## src/rtl/spi_clk_gen.sv

```systemverilog
// SPI serial clock generator: divides sysclk into SCK with programmable half-period,
// idle polarity, graceful last-clock stop and one-cycle edge strobes.
module spi_clk_gen #(
   parameter int unsigned N = 8
) (
   input  logic         sysclk,
   input  logic         rst_n,
   input  logic         enable,
   input  logic         go,
   input  logic         CPOL,
   input  logic         last_clk,
   input  logic [N-1:0] divider_i,
   output logic         clk_out,
   output logic         pos_edge,
   output logic         neg_edge
);

   logic [N-1:0] cnt;
   logic [N-1:0] cnt_nxt;
   logic         clk_nxt;
   logic         pos_nxt;
   logic         neg_nxt;
   logic         active_c;
   logic         cnt_zero_c;
   logic         toggle_c;

   assign active_c   = enable & go;
   assign cnt_zero_c = (cnt == '0);
   // Under last_clk only the transition back to the idle level is permitted.
   assign toggle_c   = active_c & cnt_zero_c & (~last_clk | (clk_out != CPOL));

   // Next-state: reload on idle or half-period expiry, otherwise count down.
   always_comb begin
      cnt_nxt = cnt;
      clk_nxt = clk_out;
      pos_nxt = 1'b0;
      neg_nxt = 1'b0;
      if (!active_c) begin
         cnt_nxt = divider_i;
         clk_nxt = CPOL;
      end else begin
         if (cnt_zero_c) begin
            cnt_nxt = divider_i;
         end else begin
            cnt_nxt = cnt - N'(1);
         end
         if (toggle_c) begin
            clk_nxt = ~clk_out;
            pos_nxt = ~clk_out;
            neg_nxt = clk_out;
         end
      end
   end

   always_ff @(posedge sysclk or negedge rst_n) begin
      if (!rst_n) begin
         cnt      <= '0;
         clk_out  <= 1'b0;
         pos_edge <= 1'b0;
         neg_edge <= 1'b0;
      end else begin
         cnt      <= cnt_nxt;
         clk_out  <= clk_nxt;
         pos_edge <= pos_nxt;
         neg_edge <= neg_nxt;
      end
   end

endmodule

```

## config.mk

```make
export PLATFORM = sky130hd
export DESIGN_NAME = spi_clk_gen
export DESIGN_NICKNAME = d
export VERILOG_FILES = /design/src/rtl/spi_clk_gen.sv
export SDC_FILE = /design/constraint.sdc
export NUM_CORES = 1
export LEC_CHECK = 0
export ABC_CLOCK_PERIOD_IN_PS = 2130
export CAP_MARGIN = 20
export CELL_PAD_IN_SITES_DETAIL_PLACEMENT = 1
export CELL_PAD_IN_SITES_GLOBAL_PLACEMENT = 1
export CORE_MARGIN = 5
export CORE_UTILIZATION = 31
export DETAILED_ROUTE_END_ITERATION = 16
export HOLD_SLACK_MARGIN = 0.15
export PLACE_DENSITY = 0.68
export SETUP_SLACK_MARGIN = 0.5
export SLEW_MARGIN = 20
export SYNTH_ARGS = -nofsm -noshare
export SYNTH_HDL_FRONTEND = slang
export SYNTH_SLANG_ARGS = --single-unit
```

## constraint.sdc

```tcl
create_clock -name sysclk -period 2.13 [get_ports sysclk]
set_clock_uncertainty 0.15 [all_clocks]
set_input_delay 0.3195 -clock sysclk [delete_from_list [all_inputs] [get_ports sysclk]]
set_output_delay 0.3195 -clock sysclk [all_outputs]
set_load 0.02 [all_outputs]
```

Yosys cells after proc, flatten, opt, wreduce, memory -nomap -nowiden --
Cells that the tools add are included.
Word-level totals: logic and storage cells 22, register bits after elaboration 11, output and inout bits 3
Cells by class: $add $sub $neg 1, eq/ne operators 2, reduce and logical (&&, ||, !) cells 1, bitwise operators 6, multiplexer cells 8
Operators with widths (number):
- 8-bit 2-to-1 mux | 2
- 8-bit logical NOT | 1
- 8-bit by 1-bit subtractor with 8-bit output (second input constant) | 1
- 1-bit 2-to-1 mux | 6
- 1-bit bitwise AND | 3
- 2-bit by 1-bit != test with 1-bit output (second input constant) | 1
- 1-bit NOT | 2
- 1-bit != test | 1
- 1-bit bitwise OR | 1

Longest topological paths before layout --
Gate-level depths: netlist (run 1).
depth after elaboration 5, gate-level depth with buffers 6, mapped depth without buffers 5

Worst setup path before layout (run 1) --
No wires, ideal clock.
kind reg-to-reg, start point register cnt[5], end point register clk_out, data required time 1.856 ns, cell stages (with the launch flop) 5, arrival 1.293 ns, buffers on the path 0, setup slack 0.563 ns, library setup time 0.124 ns, cells stage by stage dfrtp_1 nor4_4 nand3_2 mux2i_1 a211o_1
On the way: cells in the longest elaborated chain, start to end 4
Ends and longest elaborated chain:
- from (decl) | line 18 | logic [N-1:0] cnt;
- from (signal assigned) | line 62 | cnt <= cnt_nxt;
- 8-bit logical NOT | line 28 | assign cnt_zero_c = (cnt == '0);
- 1-bit bitwise AND (2 in series) | line 30 | assign toggle_c = active_c & cnt_zero_c & (~last_clk | (clk_out != CPOL));
- 2-bit by 1-bit != test with 1-bit output (no source line)
- to (signal assigned) | line 63 | clk_out <= clk_nxt;
- to (decl) | line 13 | output logic clk_out,
Every way passes these cells. A chain may end at the register's enable or synchronous reset.

Worst setup path in the final report (run 1) --
start point register cnt[5], end point register cnt[2]
On the way: cells in the longest elaborated chain, start to end 3
Ends and longest elaborated chain:
- 8-bit logical NOT | line 28
- 8-bit 2-to-1 mux | line 42 | if (cnt_zero_c) begin
- 8-bit 2-to-1 mux | line 38 | if (!active_c) begin
- net cnt_nxt[2] | line 19 | logic [N-1:0] cnt_nxt;
The timed path passes the listed nets, and every way through them passes these cells.

==> results of run 1 <==
[routing by layer]
metal  global-route usage [%]  share of wire, %  vias up
met2                     21.7                53       13
met5                        0                 0        -
met4                     4.86               2.4        0
met3                     4.83               5.2        4
li1                         -                 -      253
met1                     13.7                39      262
[area by class of cell]
cell class	count	area, µm²	share of cell area (%)
flip-flops and latches	11	278	30.7
multi-input cells	43	343	37.9
repair buffers	23	209	23.1
well taps	27	33.8	3.73
clock buffers	4	26.3	2.90
inverters	4	15.0	1.66
[sequential cells by signal (all words and copies together) (netlist names)]
| register | count |
|---|---|
| clk_out | 1 |
| cnt | 8 |
| neg_edge | 1 |
| pos_edge | 1 |
[where the power goes]
part / internal, mW / switching, mW / leakage [nW]
Combinational: 0.0634 / 0.0590 / 0.237
Sequential: 0.225 / 0.0187 / 0.130
Clock: 0.0726 / 0.0704 / 0.0150
[cells by family (layout without fill, tap and decap cells)]
kind of cell,Yosys count,count (layout)
and+or+nand+nor,23,23
DFF,11,11
xor gates and xnor gates,6,6
muxes,3,3
buffers and inverters,5,31
AOI/OAI and AO/OA,9,9
adders and majority gates,2,2
[metrics by stage]
stage / util (%) / setup WS, ns / power [mW]
floorplan: - / 0.563 / 0.307
global placement: 42.7 / 0.341 / 0.353
detailed placement: 42.7 / 0.283 / 0.357
CTS: 44.7 / 0.492 / 0.509
global route: 46.6 / 0.411 / 0.544
finish: 46.6 / 0.464 / 0.509
[worst min path at each step]
stage / depth (start not counted) / slack, ns / to / start
after floorplan: 0 / -0.13 / clk_out / rst_n
after global placement: 1 / 0.36 / pos_edge / clk_out
after detailed placement: 1 / 0.36 / pos_edge / clk_out
after CTS: 1 / 0.25 / clk_out / rst_n
after global routing: 1 / 0.28 / clk_out / rst_n
final: 1 / 0.24 / clk_out / rst_n
[cell usage in the layout (no fill, tap or decap), drive strengths merged]
cell           synthesis  routed
xnor2                  2       2
nor3                   2       2
nor2                  10      10
a211o                  1       1
dlygate4sd2            0       3
mux2i                  2       2
a21oi                  6       6
inv                    4       4
clkbuf                 0       4
nor4                   2       2
dfrtp                 11      11
a31oi                  1       1
clkdlybuf4s50          0      13
mux2                   1       1
nand3                  3       3
xor2                   4       4
nand2                  6       6
a2111oi                1       1
ha                     2       2
buf                    1       7
[what timing repair did]
item                       4_1_cts  5_1_grt
resized for setup                4        4
setup endpoints to repair        6       10
buffers inserted                 2        3
pin swaps                        3        4
==> reports/results.md, run 1 <==
| Step | Quantity | This run |
|:---|:---|:---|
| timing | Max-slew headroom | 65.0% |
| floorplanning | Core footprint | 1940 µm² |
| yosys | Cell area after synthesis | 631 µm² |
| timing | Transition time of the tightest slew-check pin | 0.523 ns |
| yosys | Sequential share of the synthesized area | 43.7% |
| timing | Final period util | 78.2% |
| yosys | EDFF count, synth | 0 |
| yosys | Largest family of logic cells by synthesized area | simple AND/OR/NAND/NOR gates |
| cells and area | Area of all placed cells without fillers | 905 µm² |
| placement | Cells after DPL | 103 |
| setup path | Endpoint of the most critical setup path | cnt[2] |
| clock tree | Later-pin clock latency in the skew report | 0.27 ns |
| setup path | Setup crit start | cnt[5] |
| cells and area | Antenna diode instance count | 0 |
| global route | Leftover overflow at the end of global routing | 0 |
| floorplanning | Die area | 3040 µm² |
| setup path | Gate family responsible for the most delay along the worst path | simple AND/OR/NAND/NOR gates |
| detailed routing | Wire length per cell after detailed routing | 14.4 µm |
| setup path | Startpoint type of the worst setup path | flip-flop |
| worst hold path | Hold Crit Class | in -> async |
| detailed routing | Starting DRT DRC Count | 7 |
| yosys | Post-Syn Nets | 75 |
| placement | Routability congestion estimate from global placement | 0.738 |
| detailed routing | Antenna viol nets, final | 0 |
| clock tree | CTS H-tree lvls | 1 |
| global route | Wire length of the first global-routing pass | 2600 µm |
| clock tree | Clock buffer count from CTS | 3 |
| clock tree | Quantity of hold-fixing buffers added after cts | 0 |
| yosys | Yosys cell types | 20 |
| setup path | Required time reported for the critical path endpoint | 2.14 ns |
| setup path | Biggest cell delay along the critical path | 0.43 ns |
| global route | Number of global-route vias before repair | 584 |
| yosys | Commonest cells post-synth | dfrtp_1, a21oi_2, nand2_1, nor2_1 |
| cells and area | Number of filler cells placed in the layout | 234 |
| setup path | Worst-path fanout max | 7 |
| pwr | Maximum ir drop on the vdd rail | 0.000442 V |
| setup path | Worst reg-to-reg setup slack | 0.46 ns |
| yosys | Post-Synth Adder-Cell Area | 3.97% |
| timing | Upper clock frequency limit | 600 MHz |
| detailed routing | Pre-antenna DRT Iters | 4 |
| detailed routing | Vias per cell | 4.75 |
| yosys | Post-synthesis instance total | 59 |
| yosys | Number of synthesized register bits | 11 |
| placement | PortBufs | 16 |
| yosys | Most used flip-flop cell after synthesis | dfrtp_1 |
| setup path | Crit path depth | 5 |
| yosys | Share of cell area taken by muxes after synthesis | 5.56% |
| yosys | Average footprint of a synthesized cell | 10.7 µm² |
| clock tree | Clock Sinks | 11 |
| setup path | Worst Path Buf+Inv | 1 |
| setup path | Class of the most critical setup path | reg -> reg |
| yosys | Compound-gate portion of the synthesized area | 14.1% |
| timing | Final sum of negative setup slack | 0 ns |
| setup path | Arrival time of data at the critical path endpoint | 1.67 ns |
| timing | Setup repair after global routing missed its margin | true |
| floorplanning | Row Count | 16 |
| pwr | Reported leakage power | 0.381 nW |
| global route | Maximum number of pins on one net before global-route repair | 12 |
| placement | HPWL Detailed | 1140 µm |
| yosys | Synthesized-area fraction occupied by and/or/nand/nor cells | 20.2% |
| cells and area | Area growth, synth to finish | 43.5% |
| setup path | CP cell instances | nor4_4, a31oi_2, buf_4, nor2_1, a21oi_2 |
| yosys | Fraction of synthesis flops using an asynchronous set or reset pin | 100% |
| floorplanning | I/O pins | 17 |
| placement | Post-DP Area | 828 µm² |
| clock tree | Clock transition at the registers of the reported paths | 0.07 ns |
| yosys | Synth top area share | 43.7% |
| detailed routing | DRC Markers | 0 |
| pwr | Cell area power density | 563 nW/µm² |
| setup path | FF-to-FF path depth | 5 |
| floorplanning | Starting density of the core | 32.5% |
| cells and area | Fraction of layout instances using a drive strength above 1 | 35.3% |
| timing | Max Transition Viols Final | 0 |
| yosys | Synth area leaders | dfrtp_1, a21oi_2, xor2_1 |
| timing | Shortest period the worst path allows | 1.67 ns |
| floorplanning | X dimension of the die | 55.1 µm |
| cells and area | Final nets | 102 |
| timing | Setup-violating endpoint count in the final report | 0 |
| clock tree | Root buffer selected by CTS | clkbuf_4 |
| global route | Number of antenna violations at the first check in global routing | 0 |
| yosys | Total of warnings raised by yosys | 0 |
| cells and area | Final cell count without fillers | 112 |
| setup path | Sort of element at the end of the critical path | flip-flop |
| setup path | Launching point of the worst reg2reg path | cnt[5] |
| clock tree | CTS tree | done |
| setup path | Reg2reg end | cnt[2] |
| floorplanning | Height of the chip | 55.1 µm |
| yosys | Cell type with the highest aggregate area in the netlist | dfrtp_1 |
| yosys | Area share of xor/xnor cells in the synthesized design | 8.33% |
| global route | GRT Total Usage | 12.5% |
| setup path | Crit path max-delay cell type | dfrtp_2 |
| detailed routing | Final wirelength | 1610 µm |
| clock tree | Maximum buffer depth of the clock tree | 2 |
| timing | Worst Hold Margin | 0.240 ns |
| detailed routing | Vias | 532 |
| yosys | Most frequent cell after synthesis | dfrtp_1 |
| run | Max Cap Viol | 0 |
| timing | Final Hold Viols | 0 |
| outcome | Result of the run | finished clean |
Power figures use the tool's default switching activity.
==> run 2: changes to the inputs <==
--- a/config.mk
+++ b/config.mk
@@ -5,7 +5,7 @@
 export SDC_FILE = /design/constraint.sdc
 export NUM_CORES = 1
 export LEC_CHECK = 0
-export ABC_CLOCK_PERIOD_IN_PS = 2130
+export ABC_CLOCK_PERIOD_IN_PS = 1500
 export CAP_MARGIN = 20
 export CELL_PAD_IN_SITES_DETAIL_PLACEMENT = 1
 export CELL_PAD_IN_SITES_GLOBAL_PLACEMENT = 1
@@ -13,7 +13,7 @@
 export CORE_UTILIZATION = 31
 export DETAILED_ROUTE_END_ITERATION = 16
 export HOLD_SLACK_MARGIN = 0.15
-export PLACE_DENSITY = 0.68
+export PLACE_DENSITY = 0.7
 export SETUP_SLACK_MARGIN = 0.5
 export SLEW_MARGIN = 20
 export SYNTH_ARGS = -nofsm -noshare
==> constraint.sdc (replaced) <==
create_clock -name sysclk -period 1.5 [get_ports sysclk]
set_clock_uncertainty 0.15 [all_clocks]
set_input_delay 0.225 -clock sysclk [delete_from_list [all_inputs] [get_ports sysclk]]
set_output_delay 0.225 -clock sysclk [all_outputs]
set_load 0.02 [all_outputs]
==> reports/results.md, run 2 (synthesis results as in run 1) <==
| Step | Quantity | This run |
|:---|:---|:---|
| outcome | Result of the run | finished with violations |
| outcome | Violations in the final reports | setup timing |
| run | Max Cap Viol | 0 |
| global route | GRT Total Usage | 12.1% |
| pwr | Internal power summed over all cells | 528 µW |
| global route | Number of antenna violations at the first check in global routing | 0 |
| setup path | Most used cell along the critical path | buf_4 |
| setup path | Crit path max-delay cell type | dfrtp_1 |
| timing | Upper clock frequency limit | 614 MHz |
| floorplanning | X dimension of the die | 55.1 µm |
| pwr | Portion of total power attributed to combinational logic | 26.2% |
| cells and area | Fraction of the core area covered by cells at the end of the flow | 50.7% |
| detailed routing | Vias per cell | 4.61 |
| floorplanning | Height of the chip | 55.1 µm |
| floorplanning | Starting density of the core | 32.5% |
| setup path | Worst Path Buf+Inv | 2 |
| cells and area | Commonest cells after routing, fill and taps aside | clkdlybuf4s50_1, dfrtp_1, buf_4, nand2_1, a21oi_2 |
| clock tree | Clock transition at the registers of the reported paths | 0.08 ns |
| placement | Cells after DPL | 112 |
| cells and area | Top reg by flops | cnt |
| setup path | Sort of element at the end of the critical path | flip-flop |
| timing | Transition time of the tightest slew-check pin | 0.299 ns |
| setup path | Worst-path fanout max | 5 |
| cells and area | Register area | 275 µm² |
| floorplanning | Row Count | 16 |
| cells and area | Number of flip-flops under the largest register name | 8 |
| global route | Leftover overflow at the end of global routing | 0 |
| cells and area | Most frequent standard cell in the layout excluding fill and tap cells | clkdlybuf4s50_1 |
| cells and area | Fraction of layout instances using a drive strength above 1 | 40.0% |
| clock tree | Clock buffer count from CTS | 3 |
| placement | Setup Slack @ Placement | -0.144 ns |
| clock tree | CTS tree | done |
| detailed routing | Final wirelength | 1560 µm |
| timing | Worst-case setup margin in the final layout | -0.130 ns |
| cells and area | Final nets | 107 |
| pwr | Reported leakage power | 0.408 nW |
| detailed routing | Wire length per cell after detailed routing | 13.3 µm |
| timing | Shortest period the worst path allows | 1.63 ns |
| setup path | CP cell instances | nor4_4, buf_4, a31oi_4, buf_4, nor2_1, a21oi_2 |
| detailed routing | Antenna viol nets, final | 0 |
| timing | Max-slew headroom | 80.0% |
| pwr | Cell area power density | 773 nW/µm² |
| placement | HPWL Detailed | 1130 µm |
| floorplanning | Die area | 3040 µm² |
| timing | Worst Hold Margin | 0.0845 ns |
| cells and area | Area of all placed cells without fillers | 985 µm² |
| global route | Maximum number of pins on one net before global-route repair | 12 |
| setup path | Class of the most critical setup path | reg -> reg |
| floorplanning | Core footprint | 1940 µm² |
| setup path | Biggest cell delay along the critical path | 0.42 ns |
| pwr | Psw | 233 µW |
| pwr | Switch share | 30.6% |
| timing | Setup-violating endpoint count in the final report | 9 |
| pwr | Clock network fraction of design power | 29.0% |
| clock tree | Later-pin clock latency in the skew report | 0.28 ns |
| timing | Final period util | 109% |
| clock tree | Maximum buffer depth of the clock tree | 2 |
| pwr | Portion of total power attributed to sequential cells | 44.8% |
| cells and area | Area growth, synth to finish | 56.2% |
| detailed routing | DRC Markers | 0 |
| placement | Post-DP Area | 896 µm² |
| cells and area | Antenna diode instance count | 0 |
| clock tree | Root buffer selected by CTS | clkbuf_4 |
| pwr | Maximum ir drop on the vdd rail | 0.000425 V |
| timing | Final Hold Viols | 0 |
| placement | Routability congestion estimate from global placement | 0.732 |
| timing | Setup repair after global routing missed its margin | true |
| cells and area | Final cell count without fillers | 117 |
| worst hold path | Hold Crit Class | in -> async |
| clock tree | Clock Sinks | 11 |
| cells and area | Number of filler cells placed in the layout | 235 |
| detailed routing | Pre-antenna DRT Iters | 2 |
| global route | Number of global-route vias before repair | 567 |
| timing | Max Transition Viols Final | 0 |
| clock tree | CTS H-tree lvls | 1 |
| setup path | Arrival time of data at the critical path endpoint | 1.65 ns |
| global route | Wire length of the first global-routing pass | 2500 µm |
| placement | PortBufs | 16 |
| detailed routing | Vias | 539 |
| cells and area | Multi-input gate area | 373 µm² |
| detailed routing | Starting DRT DRC Count | 5 |
| setup path | Required time reported for the critical path endpoint | 1.52 ns |
| setup path | Gate family responsible for the most delay along the worst path | simple AND/OR/NAND/NOR gates |
| setup path | Startpoint type of the worst setup path | flip-flop |
| floorplanning | I/O pins | 17 |
==> run 2: power by group through the flow <==
stage / sequential (mW) / clock [mW] / combinational (mW)
2_1_floorplan: 0.350 / 0 / 0.0861
3_3_place_gp: 0.344 / 0 / 0.180
3_5_place_dp: 0.346 / 0 / 0.183
4_1_cts: 0.341 / 0.228 / 0.188
5_1_grt: 0.343 / 0.244 / 0.216
6_report: 0.341 / 0.221 / 0.200
==> run 2: cell type report <==
class,count,area share (%)
tap,27,3.43
clock buffer,4,2.67
timing repair buffer,28,26.6
multi-input combinational,43,37.9
inverter,4,1.52
sequential,11,28.0
==> run 2: per-layer routing <==
metal	global-route usage, %	share of wire [%]	up-vias
li1	-	-	261
met1	13.6	45	261
met2	20.3	49	14
met3	2.41	3.8	3
met4	8.50	2.2	0
met5	0	0	-
==> run 2: final timing paths <==
check / start / endpoint / slack (ns) / cells past startpoint
hold reg to reg: clk_out / pos_edge / 0.44 / 2
setup / recovery: cnt[2] / cnt[2] / -0.13 / 6
hold / removal: rst_n / cnt[5] / 0.08 / 2
max in group asynchronous: rst_n / clk_out / 0.97 / 2
setup reg to reg: cnt[2] / cnt[2] / -0.13 / 6
min in group sysclk: divider_i[1] / cnt[1] / 0.34 / 3
==> run 2: timing repair <==
| item | in CTS | in global routing |
|---|---|---|
| buffers inserted | 0 | 1 |
| gates resized for setup | 21 | 6 |
| pin swaps | 0 | 1 |
| setup endpoints to repair | 14 | 14 |
| hold endpoints to repair | 11 | 11 |
==> run 2: stage by stage <==
step / power (mW) / setup TNS [ns]
global placement: 0.524 / -0.727
CTS: 0.757 / -0.509
global route: 0.803 / -1.47
detailed placement: 0.529 / -1.06
floorplan: 0.436 / -0.221
finish: 0.761 / -0.898
